==> src/rtl/breakout_audio_pkg.sv <==
// ---------------------------------------------------------------------------
// breakout_audio_pkg
// Definitions shared by the audio event block and tone_player.
//   - Sound codes carried on the 4-bit sound_code bus.
//   - State encoding of the tone_player fetch/play sequencer.
// ---------------------------------------------------------------------------
package breakout_audio_pkg;

    // Sound codes
    localparam logic [3:0] SND_NONE   = 4'd0;
    localparam logic [3:0] SND_WALL   = 4'd1;
    localparam logic [3:0] SND_PLATE  = 4'd2;
    localparam logic [3:0] SND_GROUND = 4'd3;

    // Sequencer state encoding
    localparam logic [1:0] ST_IDLE = 2'd0;
    localparam logic [1:0] ST_REQ  = 2'd1;
    localparam logic [1:0] ST_ACK  = 2'd2;
    localparam logic [1:0] ST_PLAY = 2'd3;

    typedef enum logic [1:0] {
        IDLE = ST_IDLE,
        REQ  = ST_REQ,
        ACK  = ST_ACK,
        PLAY = ST_PLAY
    } state_e;

endpackage : breakout_audio_pkg

==> src/rtl/tone_div.sv <==
// ---------------------------------------------------------------------------
// tone_div
// Half-period counter plus the square-wave tone bit.
//   clk          in   system clock
//   reset        in   asynchronous active-low reset
//   load_i       in   start a tone: counter <= hp_m1_i, tone bit <= 1
//   en_i         in   advance one cycle: count down, toggle and reload at 0
//   clr_i        in   stop the tone: counter and tone bit cleared (wins)
//   hp_m1_i      in   half-period minus one, reload value
//   tone_next_o  out  value the tone bit takes on the next rising edge
// The next-state value is exported so the owner can register a gated copy
// (speaker) that changes on the same edge as the tone bit itself.
// ---------------------------------------------------------------------------
module tone_div #(
    parameter int unsigned HP_W = 16
) (
    input  logic            clk,
    input  logic            reset,
    input  logic            load_i,
    input  logic            en_i,
    input  logic            clr_i,
    input  logic [HP_W-1:0] hp_m1_i,
    output logic            tone_next_o
);

    logic [HP_W-1:0] cnt_q, cnt_d;
    logic            tone_q, tone_d;

    always_comb begin
        cnt_d  = cnt_q;
        tone_d = tone_q;
        if (clr_i) begin
            cnt_d  = '0;
            tone_d = 1'b0;
        end else if (load_i) begin
            cnt_d  = hp_m1_i;
            tone_d = 1'b1;
        end else if (en_i) begin
            if (cnt_q == '0) begin
                cnt_d  = hp_m1_i;
                tone_d = ~tone_q;
            end else begin
                cnt_d = cnt_q - 1'b1;
            end
        end
    end

    always_ff @(posedge clk or negedge reset) begin
        if (!reset) begin
            cnt_q  <= '0;
            tone_q <= 1'b0;
        end else begin
            cnt_q  <= cnt_d;
            tone_q <= tone_d;
        end
    end

    assign tone_next_o = tone_d;

endmodule : tone_div

==> src/rtl/tone_player.sv <==
// ---------------------------------------------------------------------------
// tone_player
// Fetches 4-bit sound codes with a four-phase Data_request/Data_ready
// handshake and plays each non-zero code as a fixed-length square wave.
//   clk           in   system clock (rising edge)
//   reset         in   asynchronous active-low reset
//   Data_ready    in   upstream presents a valid sound_code
//   sound_code    in   code, sampled in REQ when Data_ready is 1
//   mute          in   forces speaker low; timing unaffected
//   Data_request  out  waiting for a code
//   speaker       out  registered square-wave output
//   busy          out  tone is playing
// Half-period is DIV_UNIT*(16-code) cycles; a tone lasts DUR_CYCLES cycles.
// ---------------------------------------------------------------------------
module tone_player
    import breakout_audio_pkg::*;
#(
    parameter int unsigned DIV_UNIT   = 3125,
    parameter int unsigned DUR_CYCLES = 5_000_000
) (
    input  logic       clk,
    input  logic       reset,
    input  logic       Data_ready,
    input  logic [3:0] sound_code,
    input  logic       mute,
    output logic       Data_request,
    output logic       speaker,
    output logic       busy
);

    localparam int unsigned HP_W  = $clog2(15 * DIV_UNIT + 1);
    localparam int unsigned DUR_W = $clog2(DUR_CYCLES + 1);

    state_e           state_q;
    logic [3:0]       code_q;
    logic [DUR_W-1:0] dur_q;
    logic             dreq_q;
    logic             busy_q;
    logic             speaker_q;

    // Half-period at full width; code 0 never reaches PLAY so its
    // out-of-range value is harmless.
    logic [31:0]     hp_full;
    logic [HP_W-1:0] hp_m1;
    assign hp_full = DIV_UNIT * (32'd16 - 32'(code_q));
    assign hp_m1   = HP_W'(hp_full - 32'd1);

    // Tone divider control, decoded from the sequencer state.
    logic tone_load, tone_en, tone_clr, tone_next;
    assign tone_load = (state_q == ACK) && !Data_ready && (code_q != SND_NONE);
    // End of duration clears the tone bit and suppresses a coincident toggle.
    assign tone_en   = (state_q == PLAY) && (dur_q != '0);
    assign tone_clr  = (state_q == PLAY) && (dur_q == '0);

    tone_div #(
        .HP_W (HP_W)
    ) u_tone_div (
        .clk         (clk),
        .reset       (reset),
        .load_i      (tone_load),
        .en_i        (tone_en),
        .clr_i       (tone_clr),
        .hp_m1_i     (hp_m1),
        .tone_next_o (tone_next)
    );

    always_ff @(posedge clk or negedge reset) begin
        if (!reset) begin
            state_q   <= IDLE;
            code_q    <= SND_NONE;
            dur_q     <= '0;
            dreq_q    <= 1'b0;
            busy_q    <= 1'b0;
            speaker_q <= 1'b0;
        end else begin
            // Gated copy of the tone bit, updated on the same edge.
            speaker_q <= tone_next & ~mute;
            case (state_q)
                IDLE: begin
                    state_q <= REQ;
                    dreq_q  <= 1'b1;
                end
                REQ: begin
                    if (Data_ready) begin
                        code_q  <= sound_code;
                        dreq_q  <= 1'b0;
                        state_q <= ACK;
                    end
                end
                ACK: begin
                    if (!Data_ready) begin
                        if (code_q == SND_NONE) begin
                            state_q <= REQ;
                            dreq_q  <= 1'b1;
                        end else begin
                            dur_q   <= DUR_W'(DUR_CYCLES - 1);
                            busy_q  <= 1'b1;
                            state_q <= PLAY;
                        end
                    end
                end
                PLAY: begin
                    if (dur_q == '0) begin
                        busy_q  <= 1'b0;
                        dreq_q  <= 1'b1;
                        state_q <= REQ;
                    end else begin
                        dur_q <= dur_q - 1'b1;
                    end
                end
                default: state_q <= IDLE;
            endcase
        end
    end

    assign Data_request = dreq_q;
    assign busy         = busy_q;
    assign speaker      = speaker_q;

endmodule : tone_player
==> config.mk <==
export PLATFORM = sky130hd
export DESIGN_NAME = tone_player
export DESIGN_NICKNAME = d
export VERILOG_FILES = /design/src/rtl/breakout_audio_pkg.sv /design/src/rtl/tone_div.sv /design/src/rtl/tone_player.sv
export SDC_FILE = /design/constraint.sdc
export NUM_CORES = 1
export LEC_CHECK = 0
export BUFFER_PORTS_ARGS = -buffer_cell sky130_fd_sc_hd__buf_2
export CORE_MARGIN = 1.5
export CORE_UTILIZATION = 50
export CTS_BUF_LIST = sky130_fd_sc_hd__clkbuf_16
export DETAILED_ROUTE_END_ITERATION = 10
export PLACE_DENSITY = 0.73
export SYNTH_ARGS = -nofsm -noshare
export SYNTH_HDL_FRONTEND = slang
export SYNTH_HIERARCHICAL = 1
export SYNTH_SLANG_ARGS = --single-unit
==> constraint.sdc <==
create_clock -name clk -period 5.78 [get_ports clk]
set_input_delay 0.867 -clock clk [delete_from_list [all_inputs] [get_ports clk]]
set_output_delay 0.867 -clock clk [all_outputs]
set_load 0.02 [all_outputs]
# Word-level counts from Yosys, hierarchy flattened

Index checks and enable logic that the tools add are counted.

Input port bits: 8
Register bits: 49

Add/sub/neg operators: 4
Bitwise logic cells: 3
Equal/unequal tests: 9
Reductions and logical operators: 18
Multipliers: 1
Muxes and demuxes: 26

Operators by type and width:

| operator              | count |
|---|---|
| $mux 23               | 3 |
| $mux 16               | 4 |
| $pmux 23 s2           | 1 |
| $logic_not 23->1      | 1 |
| $reduce_bool 23->1    | 1 |
| $sub 23x1->23 const B | 1 |
| $logic_not 16->1      | 1 |
| $mul 13x6->16 const A | 1 |
| $sub 16x1->16 const B | 1 |
| $sub 16x2->16 const B | 1 |
| $reduce_and 4->1      | 3 |
| $mux 1                | 11 |
| $mux 2                | 4 |
| $ne 2x2->1 const B    | 4 |
| $pmux 2 s4            | 1 |
| $sub 5x4->6 const A   | 1 |
| $eq 2x2->1 const B    | 2 |
| $logic_and 1x1->1     | 4 |
| $logic_not 4->1       | 1 |
| $ne 2x1->1 const B    | 2 |
| $pmux 1 s4            | 1 |
| $reduce_bool 4->1     | 1 |
| $reduce_and 3->1      | 1 |
| $reduce_bool 3->1     | 1 |
| 8 further kinds       | 9 |

# Logic depth before layout (Yosys ltp)

Gate-level depths: netlist of run 1.

Word-level depth: 7
Mapped depth: 20
Depth with buffers taken out: 19

# Cells and area by module

The synthesis of run 1 kept the hierarchy.

By module, submodules not included:

| module      | seq. area each (um2) | cells each | area each (um2) | times used |
|---|---|---|---|---|
| tone_player | 800.8                | 310        | 2914.0          | 1 |
| tone_div    | 425.4                | 140        | 1199.9          | 1 |

# Least setup slack after synthesis of run 1

No wires, ideal clock.

Path type: register to register
Start point: reg code_q[0]
End point: reg u_tone_div.cnt_q[10]
Data arrival time: 4500 ps
Setup slack: 1196 ps
Buffers on the path: 1
Stages on the path, launching flop included: 19
Data required time: 5696 ps
Path through: dfrtp_1 > clkbuf_1 > inv_1 > ha_1 > nor3b_2 > inv_1 > ha_1 > xor2_1 > ha_1 > fa_1 > ha_1 > nor3_1 > a2111oi_2 > o21ai_0 > o21ai_0 > xor2_1 > o21ai_0 > o31a_1 > o22ai_1

Word-level cells in the longest chain between the ends: 7
Elaborated cells on any way between the ends: 10

RTL lines:

| item                     | line              | RTL |
|---|---|---|
| start: declaration       | tone_player.sv:35 | `logic [3:0] code_q;` |
| start signal: assignment | tone_player.sv:85 | `code_q <= sound_code;` |
| $sub 5x4->6 (*)          | tone_player.sv:45 | `assign hp_full = DIV_UNIT * (32'd16 - 32'(code_q));` |
| $mul 13x6->16 (*)        | tone_player.sv:45 |  |
| $sub 16x2->16 (*)        | tone_player.sv:46 | `assign hp_m1 = HP_W'(hp_full - 32'd1);` |
| net hp_m1[10]            | tone_player.sv:44 | `logic [HP_W-1:0] hp_m1;` |
| $mux 16                  | tone_div.sv:39    | `if (cnt_q == '0) begin` |
| $mux 16                  | tone_div.sv:38    | `end else if (en_i) begin` |
| $mux 16 (*)              | tone_div.sv:35    | `end else if (load_i) begin` |
| $mux 16 (*)              | tone_div.sv:32    | `if (clr_i) begin` |
| end signal: assignment   | tone_div.sv:53    | `cnt_q <= cnt_d;` |
| end: declaration         | tone_div.sv:26    | `logic [HP_W-1:0] cnt_q, cnt_d;` |

The timed path passes the listed nets; every way through them passes the cells marked *. The select of a mux whose other input is x is not followed.
A chain may end at the register's enable or synchronous reset.

# Worst setup path after layout of run 1

Ends and elaborated chain as after synthesis.

==> summary.txt, run 1 <==
Status
  – Status: finished, final reports clean

Synthesis
  – Synth Area in Adders: 0.166
  – Post-synthesis area per instance: 9.14 µm²
  – Synth Area in Compound Gates: 0.138
  – Area share of xor/xnor cells in the synthesized design: 0.0766
  – Yosys top cell by area: dfrtp_1
  – Ys flop type: dfrtp_1
  – Synth Area in Simple Gates: 0.243
  – Cells after synthesis: 450
  – Post-synth EDFFs: 0
  – Mux share of post-synthesis cell area: 0.0271
  – Async S/R FF share, synth: 1.00
  – Synth top area share: 0.298
  – Syn nets: 509
  – Synth Register Bits: 49
  – Unique masters post-synth: 62
  – Syn Std Cell Area: 4110 µm²
  – Seq/Total Area, Yosys: 0.298
  – Syn. warnings: 6
  – Ranking of synthesized cells by area: dfrtp_1 30%, ha_1 14%, xnor2_1 5.5%
  – Largest family of logic cells by synthesized area: simple AND/OR/NAND/NOR gates

Cells and area
  – Layout Cell Area excl Fill: 4410 µm²
  – Most frequent cells in the layout: 49 x dfrtp_1, 45 x ha_1, 38 x nand2_1
  – Commonest non-fill, non-tap cell in the layout: dfrtp_1
  – Antenna cells: 0
  – Number of fill cells: 732
  – Share of post-route cells with drive strength above 1: 0.0963
  – Post-Route Utilization: 0.563
  – Final Non-Filler Cells: 559
  – Synth-to-layout area growth: 7.30%
  – Final net count: 516

Global route
  – First-pass GRT wire length: 15.7 mm
  – Largest net degree at the start of global routing: 50
  – Initial antenna violation count: 0
  – Vias in the first global route: 3263
  – GRT overflow: 0
  – Gr usage total: 0.226

Drt
  – Vias: 3364
  – Wire per inst: 16.2 µm
  – Starting DRT DRC Count: 343
  – Drt pass-1 iters: 5
  – DRC viols: 0
  – Antenna Nets Post-Route: 0
  – Via density: 6.02
  – Routed WL: 9.08 mm

CTS
  – TritonCTS clock tree: built
  – Hold_buf cts: 0
  – Clock sink count: 49
  – Setup Buffers After CTS: 0
  – CTS clock-pin slew for the worst setup and hold paths: 0.07 ns
  – Post-CTS Resized: 0
  – Clock latency on the worst-skew pair: 0.29 ns
  – Clk buf depth: 2
  – CTS Buf Count: 5
  – Htree depth: 2
  – CTS root buf: clkbuf_16

Placement
  – Detailed Place HPWL: 6.69 mm
  – GP Congestion: 0.876
  – Cells after DPL: 552
  – Port buffer count: 10
  – Dpl cell area: 4250 µm²

Timing
  – Share of the cycle needed by the critical path after routing: 0.875
  – Total negative slack: 0 ns
  – Unrepaired setup endpoints after global routing: no
  – Final Hold Vio Count: 0
  – Slew headroom: 0.261
  – Clock skew: 0.00738 ns
  – Max Transition Viols Final: 0
  – Final setup violation count: 0
  – Fmax: 0.198 GHz
  – Worst Tran Pin Value: 1.11 ns
  – Tmin final: 5.06 ns

Worst setup path
  – Worst Path Required: 5.98 ns
  – Crit path DAT: 5.26 ns
  – Critical path fanouts, max: 11
  – Crit Path Class: reg -> reg
  – Endpoint class of the critical path: flip-flop
  – R2r setup slk: 0.72 ns
  – Worst Setup Start Kind: flip-flop

Floorplanning
  – Core Area: 7850 µm²
  – Die area: 8780 µm²
  – Width of the die: 93.7 µm
  – Die height: 93.7 µm
  – Site Rows: 32
  – Ports: 11
  – Starting density of the core: 0.524

Run
  – Max_cap viols: 0

Hold path
  – Hold crit path type: reg -> reg
-- state kept, by name, indices dropped and copies added, names as in the netlist --
| register | flops |
|---|---|
| u_tone_div/cnt_q | 16 |
| Data_request | 1 |
| dur_q | 23 |
| u_tone_div/tone_q | 1 |
| state_q | 2 |
| busy | 1 |
| code_q | 4 |
| speaker | 1 |
-- synthesized netlist by cell type (5+ instances only) --
cell type / n
a21oi_1: 15
a31oi_1: 6
clkbuf_1: 8
dfrtp_1: 49
fa_1: 6
ha_1: 45
inv_1: 36
mux2_2: 5
nand2_1: 38
nand2b_1: 7
nand3_1: 17
nor2_1: 32
nor3_1: 28
nor4_1: 9
o21ai_0: 11
o22ai_1: 7
o311ai_0: 6
or3_1: 10
xnor2_1: 26
xor2_1: 10
-- cell families (layout without fill, tap and decap cells) --
family          Yosys count  after routing
compound gates           78             78
xor+xnor                 36             36
fa+ha+maj                51             51
buf+inv                  51             58
flops                    49             49
mux                      10             10
simple gates            175            175
-- final timing paths --
| path | cells past startpoint | end | startpoint |
|---|---|---|---|
| worst max-delay path | 17 | u_tone_div/cnt_q[10] | code_q[0] |
| worst min-delay path | 1 | dur_q[0] | dur_q[0] |
| worst max register to register | 17 | u_tone_div/cnt_q[10] | code_q[0] |
| worst min register to register | 1 | dur_q[0] | dur_q[0] |
| max in group asynchronous | 1 | u_tone_div/cnt_q[14] | reset |
| min in group asynchronous | 1 | busy | reset |
-- critical path, stage by stage (launching register included) --
cell and delay, ns:
dfrtp_1 0.54, inv_1 0.25, ha_1 0.24, nor3b_2 0.41, inv_1 0.26, ha_1 0.40, xor2_1 0.16, ha_1 0.30
fa_1 0.46, ha_1 0.34, nor3_1 0.08, a2111oi_2 0.54, o21ai_0 0.14, o21ai_0 0.27, xor2_1 0.18, o21ai_0 0.11
o31a_1 0.13, o22ai_1 0.14
-- stage by stage --
step                      setup slack, ns  hold WS, ns
after floorplan                      1.20        0.477
after global placement              0.922        0.494
after detailed placement            0.785        0.502
after CTS                           0.749        0.520
after global routing                0.225        0.550
final                               0.722        0.518
-- routing by layer --
layer / track usage / share of wire / vias to the layer above
met2: 0.365 / 0.45 / 99
met4: 0.0622 / 0.014 / 0
met1: 0.317 / 0.48 / 1624
met5: 0 / 0 / -
li1: - / - / 1632
met3: 0.0324 / 0.048 / 9
-- cell type report --
cell class / count / area [µm²] / area share
Clock inverter: 2 / 38.8 / 0.00879
Timing Repair Buffer: 14 / 80.1 / 0.0181
Clock buffer: 5 / 125 / 0.0283
Sequential cell: 49 / 1230 / 0.278
Inverter: 37 / 139 / 0.0315
Tap cell: 102 / 128 / 0.0289
Multi-Input combinational cell: 350 / 2680 / 0.607
Power of run 1 is not shown: default switching activity piles up to over one toggle a cycle in this logic, so the estimate is an artifact.
==> inputs of run 2 (changes only) <==
--- a/config.mk
+++ b/config.mk
@@ -6,11 +6,13 @@
 export NUM_CORES = 1
 export LEC_CHECK = 0
 export BUFFER_PORTS_ARGS = -buffer_cell sky130_fd_sc_hd__buf_2
+export CELL_PAD_IN_SITES_DETAIL_PLACEMENT = 1
+export CELL_PAD_IN_SITES_GLOBAL_PLACEMENT = 2
 export CORE_MARGIN = 1.5
-export CORE_UTILIZATION = 50
+export CORE_UTILIZATION = 41
 export CTS_BUF_LIST = sky130_fd_sc_hd__clkbuf_16
 export DETAILED_ROUTE_END_ITERATION = 10
-export PLACE_DENSITY = 0.73
+export PLACE_DENSITY = 0.88
 export SYNTH_ARGS = -nofsm -noshare
 export SYNTH_HDL_FRONTEND = slang
 export SYNTH_HIERARCHICAL = 1
==> summary.txt, run 2 (synthesized netlist as in run 1, its figures left out) <==
Cells and area
  – Synth-to-layout area growth: 7.76%
  – Final net count: 517 (+0.19%)
  – Biggest register: dur_q
  – Max FFs per register: 23 (unchanged)
  – Antenna cells: 0 (unchanged)
  – Commonest non-fill, non-tap cell in the layout: dfrtp_1
  – Top Registers: dur_q: 23 flops, u_tone_div/cnt_q: 16 flops, code_q: 4 flops
  – Most frequent cells in the layout: 49 x dfrtp_1, 45 x ha_1, 38 x nand2_1
  – Share of post-route cells with drive strength above 1: 0.0961 (-0.000210)

Global route
  – Initial antenna violation count: 0 (unchanged)
  – Vias in the first global route: 3533 (+8.3%)
  – First-pass GRT wire length: 17.9 mm (+14%)
  – Gr usage total: 0.218 (-0.00857)
  – Largest net degree at the start of global routing: 50 (unchanged)
  – GRT overflow: 0 (unchanged)

Drt
  – DRC viols: 0 (unchanged)
  – Antenna Nets Post-Route: 0 (unchanged)
  – Vias: 3331 (-0.98%)
  – Via density: 5.64 (-6.3%)
  – Starting DRT DRC Count: 123 (-64%)
  – Drt pass-1 iters: 4 (-1)
  – Routed WL: 10.5 mm (+16%)
  – Wire per inst: 17.8 µm (+9.3%)

Run
  – Max_cap viols: 0 (unchanged)

Floorplanning
  – Die area: 10600 µm² (+21%)
  – Die height: 103 µm (+10%)
  – Core Area: 9770 µm² (+25%)
  – Site Rows: 36 (+13%)
  – Starting density of the core: 0.421 (-0.103)
  – Ports: 11 (unchanged)
  – Width of the die: 103 µm (+10%)

Hold path
  – Hold crit path type: reg -> reg
  – Hold Path Cell Cnt: 1 (unchanged)

CTS
  – Post-CTS Resized: 0 (unchanged)
  – Clock latency on the worst-skew pair: 0.29 ns (about the same)
  – CTS Buf Count: 5 (unchanged)
  – Htree depth: 2 (unchanged)
  – Setup Buffers After CTS: 0 (unchanged)
  – TritonCTS clock tree: built
  – Clk buf depth: 2 (unchanged)
  – CTS clock-pin slew for the worst setup and hold paths: 0.07 ns (about the same)
  – Clock sink count: 49 (unchanged)
  – CTS root buf: clkbuf_16
  – Hold_buf cts: 0 (unchanged)

Timing
  – Unrepaired setup endpoints after global routing: no
  – Max Transition Viols Final: 0 (unchanged)
  – Clock skew: 0.00845 ns (+0.00106 ns)
  – Slew headroom: 0.557 (+0.296)
  – Final Hold Vio Count: 0 (unchanged)
  – Fmax: 0.193 GHz (-2.5%)
  – Final setup violation count: 0 (unchanged)
  – Share of the cycle needed by the critical path after routing: 0.898 (+0.0226)
  – Worst Tran Pin Value: 0.665 ns (-0.444 ns)
  – Total negative slack: 0 ns (unchanged)
  – Tmin final: 5.19 ns (+0.131 ns)

Worst setup path
  – Worst reg-to-reg path cell count: 17 (unchanged)
  – Endpoint class of the critical path: flip-flop
  – Crit Path Class: reg -> reg
  – Worst Setup Start Kind: flip-flop
  – Crit path DAT: 5.40 ns (+0.14 ns)
  – Critical path fanouts, max: 11 (unchanged)
  – Worst Path Required: 5.99 ns (about the same)

Placement
  – Port buffer count: 10 (unchanged)
  – Detailed Place HPWL: 7.75 mm (+16%)
  – GP Congestion: 0.816 (-6.8%)

Status
  – Status: finished, final reports clean
==> run 2: through the flow <==
step	hold slack [ns]	util	instance area, µm²	std cells	setup WS, ns
floorplan	0.477	-	4110	450	1.20
global placement	0.478	0.440	4300	584	0.801
detailed placement	0.502	0.440	4300	584	0.618
CTS	0.521	0.454	4430	591	0.536
global route	0.560	0.454	4430	591	0.0601
finish	0.517	0.454	4430	591	0.592
==> run 2: final cells by class <==
type,count,area (µm²)
repair buffers,15,87.6
flip-flops and latches,49,1230
clock buffers,5,125
clock inverters,2,11.3
multi-input cells,350,2680
inverters,37,139
fillers,1167,5340
well taps,133,166
==> run 2: worst paths after layout <==
kind / start / to / slack, ns
worst max-delay path: code_q[0] / u_tone_div/cnt_q[10] / 0.59
worst min-delay path: Data_request / Data_request / 0.52
worst max register to register: code_q[0] / u_tone_div/cnt_q[10] / 0.59
worst min register to register: Data_request / Data_request / 0.52
max in group asynchronous: reset / code_q[3] / 4.64
min in group asynchronous: reset / dur_q[14] / 0.69
==> run 2: critical path, stage by stage, from the launching register on <==
cell,delay [ns]
dfrtp_1,0.55
inv_1,0.26
ha_1,0.26
nor3b_2,0.43
inv_1,0.27
ha_1,0.42
xor2_1,0.17
ha_1,0.31
fa_1,0.48
ha_1,0.35
nor3_1,0.09
a2111oi_2,0.54
o21ai_0,0.13
o21ai_0,0.29
xor2_1,0.20
o21ai_0,0.11
o31a_1,0.13
o22ai_1,0.12
==> run 2: routing by layer <==
| layer | track usage | vias to the layer above | wire length [µm] |
|---|---|---|---|
| met5 | 0 | - | 0 |
| met4 | 0.0686 | 0 | 204 |
| met3 | 0.0242 | 16 | 200 |
| met2 | 0.370 | 35 | 5020 |
| met1 | 0.292 | 1648 | 5070 |
| li1 | - | 1632 | - |
Power of run 2 is left out for the same reason.
